## src/rtl/lhca_pkg.sv

```systemverilog
// Shared types and helpers for the LHCA period monitor.
package lhca_pkg;

  typedef enum logic [2:0] {
    IDLE,
    CAPTURE,
    COUNT,
    PASS,
    FAIL
  } state_t;

  // Longest possible cycle of a nonzero WIDTH-bit LHCA.
  function automatic int unsigned max_period(input int unsigned width);
    return (32'd1 << width) - 32'd1;
  endfunction

  // Step count at which a sequence that has not recurred is declared stuck.
  function automatic int unsigned timeout_limit(input int unsigned width);
    return 32'd1 << width;
  endfunction

endpackage

```

## src/rtl/lhca_period_monitor_if.sv

```systemverilog
// Bus between an LHCA generator/driver (master) and the period monitor (slave).
interface lhca_period_monitor_if #(
  parameter int WIDTH     = 2,
  parameter int CNT_WIDTH = WIDTH + 1
);
  logic [WIDTH-1:0]     I;
  logic                 VALID;
  logic                 START;
  logic [CNT_WIDTH-1:0] PERIOD;
  logic                 DONE;
  logic                 MAXIMAL;
  logic                 ZERO_LOCK;
  logic                 TIMEOUT;

  modport master (
    output I, VALID, START,
    input  PERIOD, DONE, MAXIMAL, ZERO_LOCK, TIMEOUT
  );

  modport slave (
    input  I, VALID, START,
    output PERIOD, DONE, MAXIMAL, ZERO_LOCK, TIMEOUT
  );
endinterface

```

## src/rtl/lhca_step_counter.sv

```systemverilog
// Step counter with synchronous clear/enable and asynchronous reset.
module lhca_step_counter #(
  parameter int CNT_WIDTH = 3
) (
  input  logic                 clk,
  input  logic                 rst,
  input  logic                 clr,
  input  logic                 en,
  output logic [CNT_WIDTH-1:0] count
);

  // Clear wins over enable so a restart never sees a stale increment.
  always_ff @(posedge clk or posedge rst) begin
    if (rst) begin
      count <= '0;
    end else if (clr) begin
      count <= '0;
    end else if (en) begin
      count <= count + CNT_WIDTH'(1);
    end
  end

endmodule

```

## src/rtl/lhca_period_monitor.sv

```systemverilog
// Measures the recurrence period of an LHCA state stream and flags
// all-zero lock-up or failure to recur within 2^WIDTH counted steps.
module lhca_period_monitor
  import lhca_pkg::*;
#(
  parameter int WIDTH     = 2,
  parameter int CNT_WIDTH = WIDTH + 1
) (
  input logic                   CLK,
  input logic                   RESET,
  lhca_period_monitor_if.slave  bus
);

  localparam logic [CNT_WIDTH-1:0] MAX_P = CNT_WIDTH'(max_period(WIDTH));
  localparam logic [CNT_WIDTH-1:0] LIMIT = CNT_WIDTH'(timeout_limit(WIDTH));

  state_t               state;
  logic [WIDTH-1:0]     ref_state;
  logic [CNT_WIDTH-1:0] count;
  logic [CNT_WIDTH-1:0] next_count;
  logic                 hit_ref;
  logic                 hit_zero;
  logic                 hit_limit;
  logic                 cnt_clr;
  logic                 cnt_en;

  logic [CNT_WIDTH-1:0] period;
  logic                 done;
  logic                 maximal;
  logic                 zero_lock;
  logic                 timeout;

  // Sample comparisons and counter control; START always forces a clear
  // and suppresses counting so the sample in that cycle is discarded.
  always_comb begin
    next_count = count + CNT_WIDTH'(1);
    hit_ref    = (bus.I == ref_state);
    hit_zero   = (bus.I == '0);
    hit_limit  = (next_count == LIMIT);
    cnt_clr    = bus.START || ((state == CAPTURE) && bus.VALID && !hit_zero);
    cnt_en     = !bus.START && (state == COUNT) && bus.VALID &&
                 !hit_ref && !hit_zero && !hit_limit;
  end

  lhca_step_counter #(
    .CNT_WIDTH (CNT_WIDTH)
  ) u_counter (
    .clk   (CLK),
    .rst   (RESET),
    .clr   (cnt_clr),
    .en    (cnt_en),
    .count (count)
  );

  // Measurement FSM with registered result outputs.
  always_ff @(posedge CLK or posedge RESET) begin
    if (RESET) begin
      state     <= IDLE;
      ref_state <= '0;
      period    <= '0;
      done      <= 1'b0;
      maximal   <= 1'b0;
      zero_lock <= 1'b0;
      timeout   <= 1'b0;
    end else if (bus.START) begin
      state     <= CAPTURE;
      period    <= '0;
      done      <= 1'b0;
      maximal   <= 1'b0;
      zero_lock <= 1'b0;
      timeout   <= 1'b0;
    end else begin
      case (state)
        CAPTURE: begin
          if (bus.VALID) begin
            if (hit_zero) begin
              zero_lock <= 1'b1;
              state     <= FAIL;
            end else begin
              ref_state <= bus.I;
              state     <= COUNT;
            end
          end
        end
        COUNT: begin
          if (bus.VALID) begin
            if (hit_ref) begin
              period  <= next_count;
              done    <= 1'b1;
              maximal <= (next_count == MAX_P);
              state   <= PASS;
            end else if (hit_zero) begin
              zero_lock <= 1'b1;
              state     <= FAIL;
            end else if (hit_limit) begin
              // Entered a cycle that excludes the reference state.
              timeout <= 1'b1;
              state   <= FAIL;
            end
          end
        end
        default: begin
          // IDLE, PASS and FAIL hold until START or RESET.
        end
      endcase
    end
  end

  assign bus.PERIOD    = period;
  assign bus.DONE      = done;
  assign bus.MAXIMAL   = maximal;
  assign bus.ZERO_LOCK = zero_lock;
  assign bus.TIMEOUT   = timeout;

endmodule

```

## src/flat_wrapper.sv

```systemverilog
// flat-port wrapper written by rule: the top's interface ports become plain ports
module lhca_period_monitor_flat import lhca_pkg::*;
#(
  parameter int WIDTH     = 2,
  parameter int CNT_WIDTH = WIDTH + 1
)
  (CLK, RESET, bus_I, bus_VALID, bus_START, bus_PERIOD, bus_DONE, bus_MAXIMAL, bus_ZERO_LOCK, bus_TIMEOUT);
  lhca_period_monitor_if #(.WIDTH(WIDTH), .CNT_WIDTH(CNT_WIDTH)) bus_i ();
  input logic CLK;
  input logic RESET;
  input wire logic [$bits(bus_i.I)-1:0] bus_I;
  input wire logic [$bits(bus_i.VALID)-1:0] bus_VALID;
  input wire logic [$bits(bus_i.START)-1:0] bus_START;
  output wire logic [$bits(bus_i.PERIOD)-1:0] bus_PERIOD;
  output wire logic [$bits(bus_i.DONE)-1:0] bus_DONE;
  output wire logic [$bits(bus_i.MAXIMAL)-1:0] bus_MAXIMAL;
  output wire logic [$bits(bus_i.ZERO_LOCK)-1:0] bus_ZERO_LOCK;
  output wire logic [$bits(bus_i.TIMEOUT)-1:0] bus_TIMEOUT;
  assign bus_i.I = bus_I;
  assign bus_i.VALID = bus_VALID;
  assign bus_i.START = bus_START;
  assign bus_PERIOD = bus_i.PERIOD;
  assign bus_DONE = bus_i.DONE;
  assign bus_MAXIMAL = bus_i.MAXIMAL;
  assign bus_ZERO_LOCK = bus_i.ZERO_LOCK;
  assign bus_TIMEOUT = bus_i.TIMEOUT;
  lhca_period_monitor #(.WIDTH(WIDTH), .CNT_WIDTH(CNT_WIDTH)) u_core (.CLK(CLK), .RESET(RESET), .bus(bus_i));
endmodule
```

## config.mk

```make
export PLATFORM = sky130hd
export DESIGN_NAME = lhca_period_monitor_flat
export DESIGN_NICKNAME = d
export VERILOG_FILES = /design/src/rtl/lhca_pkg.sv /design/src/rtl/lhca_period_monitor_if.sv /design/src/rtl/lhca_step_counter.sv /design/src/rtl/lhca_period_monitor.sv /design/src/flat_wrapper.sv
export SDC_FILE = /design/constraint.sdc
export NUM_CORES = 1
export LEC_CHECK = 0
export ABC_AREA = 1
export CELL_PAD_IN_SITES_DETAIL_PLACEMENT = 0
export CELL_PAD_IN_SITES_GLOBAL_PLACEMENT = 1
export CORE_MARGIN = 2
export CORE_UTILIZATION = 42
export CTS_BUF_LIST = sky130_fd_sc_hd__clkbuf_4 sky130_fd_sc_hd__clkbuf_8
export CTS_CLUSTER_SIZE = 24
export DETAILED_ROUTE_END_ITERATION = 16
export DONT_BUFFER_PORTS = 1
export GPL_TIMING_DRIVEN = 0
export PLACE_DENSITY = 0.86
export SYNTH_ARGS = -nofsm -noshare
export SYNTH_HDL_FRONTEND = slang
export SYNTH_SLANG_ARGS = --single-unit
export TNS_END_PERCENT = 100
```

## constraint.sdc

```tcl
create_clock -name CLK -period 1.4 [get_ports CLK]
set_clock_uncertainty 0.1 [all_clocks]
set_input_delay 0 -clock CLK [delete_from_list [all_inputs] [get_ports CLK]]
set_output_delay 0 -clock CLK [all_outputs]
set_load 0.01 [all_outputs]
```

==> flow_summary.ini, run 1 <==
[route]
via_count = 703
met3_length_um = 47
top_layer = met3
drtIter0Drc = 6
dr_wl_met2_um = 879
dr.pass1.iters = 3
ant_nets = 0
routed_wirelength_um = 1627
wl_met1_um = 699
routedWlPerCell_um = 10.70
drcViolationCount = 0
routed_via_density = 4.625

[floorplanning]
dieArea_mm2 = 0.002373
rows = 16
die_h_um = 48.71
die_x_um = 48.71
core_area_mm2 = 0.001922
start_util = 0.4368
pin_count = 13

[sta]
setup_ws_ps = -44.62
hold_viol_final = 10
fmax_mhz = 692.2
setup_viol = 5
min_period_ps = 1445
drv_slew = 0
period_share = 1.032
rsz0062_at_grt = yes
worst_pin_slew_ps = 576.6
max_slew_margin = 0.6152
whs_ps = -328.2

[grt]
grt_pass1_vias = 704
grt_remaining_overflow = 0
grt.total_usage = 0.1527
grt_pass1_wl_um = 2829
antenna_found_initial = 0
grt_max_degree = 16

[logic_synthesis]
synth_top_family_by_area = simple AND/OR/NAND/NOR gates
syn_area_per_cell_um2 = 7.564
synthSimpleGateAreaFrac = 0.3741
syn_nets = 120
syn_area_um2 = 839.6
synth_cells = 111
yosysUniqueCellTypes = 19
synthMuxAreaShare = 0
ys_ff_latch = 15
synth_adder_area_share = 0.04471
ys_seq_area_frac = 0.4471
yosys_warnings = 0
synth_compound_area_frac = 0.04620
yosys.area_share.xor_xnor = 0

[critical_path]
cp_slowest_cell = dfrtp_1
worstSetupEndpointType = flip-flop
worstPathCellList = ha_2 -> ha_4 -> inv_2 -> nand2_2 -> nor2_4 -> nand2_2 -> nand2_4 -> inv_2 -> nand2_1 -> nand2_1
setup.worst_path.class = reg -> reg
slowest_delay_ps = 400
required_ps = 1480
worst_ep_arrival_time_ps = 1520
crit_path_max_fanout = 5
startpoint_type = flip-flop

[finish]
final-seq-area_um2 = 375.4
layout-area-overhead-vs-synth_pct = 22.80
drive_gt1_frac = 0.2320
final_common_cell = nand2_1
fillers = 198
mostFrequentLayoutCells = nand2_1, dfrtp_1, inv_1
multi_input_area_um2 = 430.4
final_nets = 135
antenna_cells = 0

[clocking]
clk_pin_slew_ps = 90
root_buffer = clkbuf_4
numClockSinks = 15
cts_tree = yes
cts_hold_buf = 6
cts.path.max_buffers = 2
insertion_delay_ps = 280
cts_made_buffers = 3
cts_max_level = 1

[worst_hold_path]
hold_path.class = in -> reg

[pwr]
p_per_area_mw_per_mm2 = 1002
p_leak_nw = 0.5552
power.total_mw = 1.033
vdd_drop_max_v = 0.0006220

[placed_design]
hpwl_um = 1187
pre_cts_ws_ps = -82.94
port_buffers = 0
gp_congestion = 0.8194

[outcome]
violations = hold timing, setup timing
outcome = finished with violations

[run]
drv_cap = 0
## logic make-up (layout without fill, tap and decap cells)
kind of cell               Yosys count  in the layout
adders and majority gates            3              3
and+or+nand+nor                     67             67
DFF                                 15             15
buffers and inverters               19             33
AOI/OAI and AO/OA                    7              7
## cells in the mapped netlist
library cell / count / area [um2]
nand2_1: 41 / 153.9
inv_1: 16 / 60.06
dfrtp_1: 15 / 375.4
nand3_1: 9 / 45.04
nand2_2: 5 / 31.28
nor2_1: 4 / 15.01
ha_1: 3 / 37.54
nand3_2: 3 / 30.03
o21ai_1: 3 / 15.01
a21oi_1: 2 / 10.01
inv_2: 2 / 7.510
inv_4: 1 / 6.260
nand4_1: 1 / 6.260
nor2_2: 1 / 6.260
nor2_4: 1 / 11.26
nor3_1: 1 / 5.000
nor3_2: 1 / 10.01
o21ai_0: 1 / 5.000
o21ai_2: 1 / 8.760
## per-stage QoR
step             util  cells  TNS (ps)  area, um2  hold slack, ps
2_1_floorplan       -    111         0      844.6          -198.5
3_3_place_gp   0.4570    138    -270.7      878.3          -122.7
3_5_place_dp   0.4570    138    -360.3      878.3          -120.4
4_1_cts        0.5260    150    -310.9       1011          -331.7
5_1_grt        0.5365    152    -574.5       1031          -336.2
6_report       0.5365    152    -142.1       1031          -328.2
## sequential cells by signal, summed over array words and instances, names as in the netlist
signal,cells
u_core.bus.DONE,1
u_core.state,3
u_core.ref_state,2
u_core.bus.ZERO_LOCK,1
u_core.bus.MAXIMAL,1
u_core.bus.PERIOD,3
u_core.u_counter.count,3
u_core.bus.TIMEOUT,1
## power by group
part | internal [mW] | switching (mW)
Combinational | 0.0964 | 0.161
Sequential | 0.484 | 0.0475
Clock | 0.106 | 0.139
## timing repair
item	CTS	global route
pin swaps	3	3
setup buffers	2	2
gates cloned	0	0
hold endpoints to repair	30	10
gates resized for setup	6	2
endpoints found under the setup margin	6	10
## per-layer routing
metal	track usage	vias to the layer above
li1	-	372
met1	0.1762	325
met2	0.2808	6
met3	0.02778	0
met4	0.05238	0
met5	0	-
## cell type report
| type | instances | area share |
|---|---|---|
| clock inverter | 1 | 0.004854 |
| multi-input combinational | 77 | 0.4175 |
| sequential | 15 | 0.3641 |
| inverter | 19 | 0.07160 |
| tap | 27 | 0.03277 |
| timing repair buffer | 10 | 0.08738 |
| clock buffer | 3 | 0.02184 |
## worst max-delay path: cells and delay by family (launching register included)
kind                       cells  cell delay (ps)
adders and majority gates      2              350
and+or+nand+nor                6              420
buffers and inverters          2               80
DFF                            1              400
## final timing paths
path / depth (start not counted) / endpoint / from / slack (ps)
max in group asynchronous: 2 / u_core.bus.TIMEOUT / RESET / 700
min in group asynchronous: 2 / u_core.bus.PERIOD[0] / RESET / 130
setup reg to reg: 10 / u_core.state[1] / u_core.u_counter.count[0] / -40
hold reg to reg: 2 / u_core.ref_state[0] / u_core.ref_state[0] / 420
hold / removal: 1 / u_core.bus.TIMEOUT / bus_START / -330
setup / recovery: 10 / u_core.state[1] / u_core.u_counter.count[0] / -40
Power figures use the tool's default switching activity.
==> inputs of run 2 (changes only) <==
==> constraint.sdc (replaced) <==
create_clock -name CLK -period 1.4 [get_ports CLK]
set_clock_uncertainty 0.1 [all_clocks]
set_input_delay 0 -clock CLK [delete_from_list [all_inputs] [get_ports CLK]]
set_output_delay 0 -clock CLK [all_outputs]
set_load 0.1 [all_outputs]
==> run 2 against run 1 <==
The run still ends with hold timing, setup timing left. Critical path type unchanged. Critical endpoint unchanged. Hold slack lost 2.5 ps. Routed wire length grew 1.7%. Register-to-register slack about the same. Largest power group unchanged. Sequential share of layout area is 0.53 points lower. Setup slack got worse by 4.1 ps. Non-clock buffer count is 1 higher. Combinational power grew 3%.
==> flow_summary.ini, run 2 (synthesized netlist as in run 1, its figures left out) <==
[grt]
grt_remaining_overflow = 0
grt_max_degree = 16
grt_pass1_vias = 704
grt.total_usage = 0.1527
grt_pass1_wl_um = 2829
antenna_found_initial = 0

[clocking]
insertion_delay_ps = 280
cts_max_level = 1
cts_made_buffers = 3
cts_hold_buf = 6
cts.path.max_buffers = 2
clk_pin_slew_ps = 90
numClockSinks = 15
cts_tree = yes
root_buffer = clkbuf_4

[finish]
final_nets = 136
drive_gt1_frac = 0.2698
mostFrequentLayoutCells = nand2_1, inv_1, dfrtp_1
antenna_cells = 0
fillers = 195
layout-area-overhead-vs-synth_pct = 25.04
final-seq-area_um2 = 376.6
stdcell_count = 153
multi_input_area_um2 = 440.4
final_common_cell = nand2_1

[critical_path]
required_ps = 1480
setup.worst_path.class = reg -> reg
worst_ep_arrival_time_ps = 1530
crit_path_max_fanout = 5
worstSetupEndpointType = flip-flop
startpoint_type = flip-flop

[pwr]
internal_power_mw = 0.6889
p_per_area_mw_per_mm2 = 1036
switchingPower_mw = 0.3988
power.total_mw = 1.088
combinationalPowerShare = 0.243
pwr-share-seq = 0.533
vdd_drop_max_v = 0.0006195
sw_frac_of_total = 0.3666
p_leak_nw = 0.5589
clkPwrFrac = 0.224

[floorplanning]
pin_count = 13
start_util = 0.4368
rows = 16
die_x_um = 48.71
core_area_mm2 = 0.001922
dieArea_mm2 = 0.002373
die_h_um = 48.71

[route]
ant_nets = 0
drcViolationCount = 0
routed_via_density = 4.569
dr.pass1.iters = 2
drtIter0Drc = 6
routed_wirelength_um = 1655
via_count = 699
routedWlPerCell_um = 10.82

[sta]
setup_ws_ps = -48.77
tns_ps = -157.5
fmax_mhz = 690.2
setup_viol = 5
hold_viol_final = 10
max_slew_margin = 0.3897
whs_ps = -330.7
worst_pin_slew_ps = 915.5
rsz0062_at_grt = yes
drv_slew = 0
period_share = 1.035
min_period_ps = 1449

[placed_design]
dp_cells = 138
pre_cts_ws_ps = -82.94
hpwl_um = 1187
gp_congestion = 0.8194
port_buffers = 0

[run]
drv_cap = 0

[outcome]
outcome = finished with violations
violations = hold timing, setup timing

[worst_hold_path]
hold_path.class = in -> reg
==> run 2: final cells by class <==
type | instances | area share
sequential | 15 | 0.3588
inverter | 19 | 0.07032
clock buffer | 3 | 0.02145
tap | 27 | 0.03218
multi-input combinational | 77 | 0.4195
clock inverter | 1 | 0.004768
timing repair buffer | 11 | 0.09297
==> run 2: power by group through the flow <==
stage	Clock (mW)	Sequential, mW	Combinational [mW]
finish	0.244	0.580	0.264
CTS	0.252	0.581	0.248
global placement	0	0.588	0.216
floorplan	0	0.579	0.188
detailed placement	0	0.590	0.220
global route	0.274	0.588	0.309
==> run 2: per-layer routing <==
layer | vias to the layer above | GRT usage | wire length (um)
li1 | 372 | - | -
met1 | 321 | 0.1762 | 722
met2 | 6 | 0.2808 | 880
met3 | 0 | 0.02778 | 53
met4 | 0 | 0.05238 | 0
met5 | - | 0 | 0
==> run 2: worst paths after layout <==
check / start / endpoint / slack (ps) / cells past startpoint
max in group asynchronous: RESET / u_core.bus.TIMEOUT / 640 / 2
min in group asynchronous: RESET / u_core.bus.PERIOD[0] / 140 / 2
max: u_core.u_counter.count[0] / u_core.state[1] / -50 / 10
max reg2reg: u_core.u_counter.count[0] / u_core.state[1] / -50 / 10
min: bus_START / u_core.bus.TIMEOUT / -330 / 1
min reg2reg: u_core.ref_state[0] / u_core.ref_state[0] / 420 / 2
==> run 2: worst max-delay path: stages (launching register included) <==
cell	delay, ps
dfrtp_1	400
ha_2	200
ha_4	150
inv_2	50
nand2_2	60
nor2_4	120
nand2_2	80
nand2_4	80
inv_2	30
nand2_1	40
nand2_1	40
==> run 2: through the flow <==
stage	util	area, um2
CTS	0.5260	1011
finish	0.5462	1050
floorplan	-	844.6
global route	0.5462	1050
detailed placement	0.4570	878.3
global placement	0.4570	878.3
==> run 2: timing repair <==
action	4_1_cts	5_1_grt
hold endpoints to repair	30	10
gates cloned	0	0
setup endpoints to repair	6	12
setup buffers	2	3
resized for setup	6	6
pin swaps	3	7
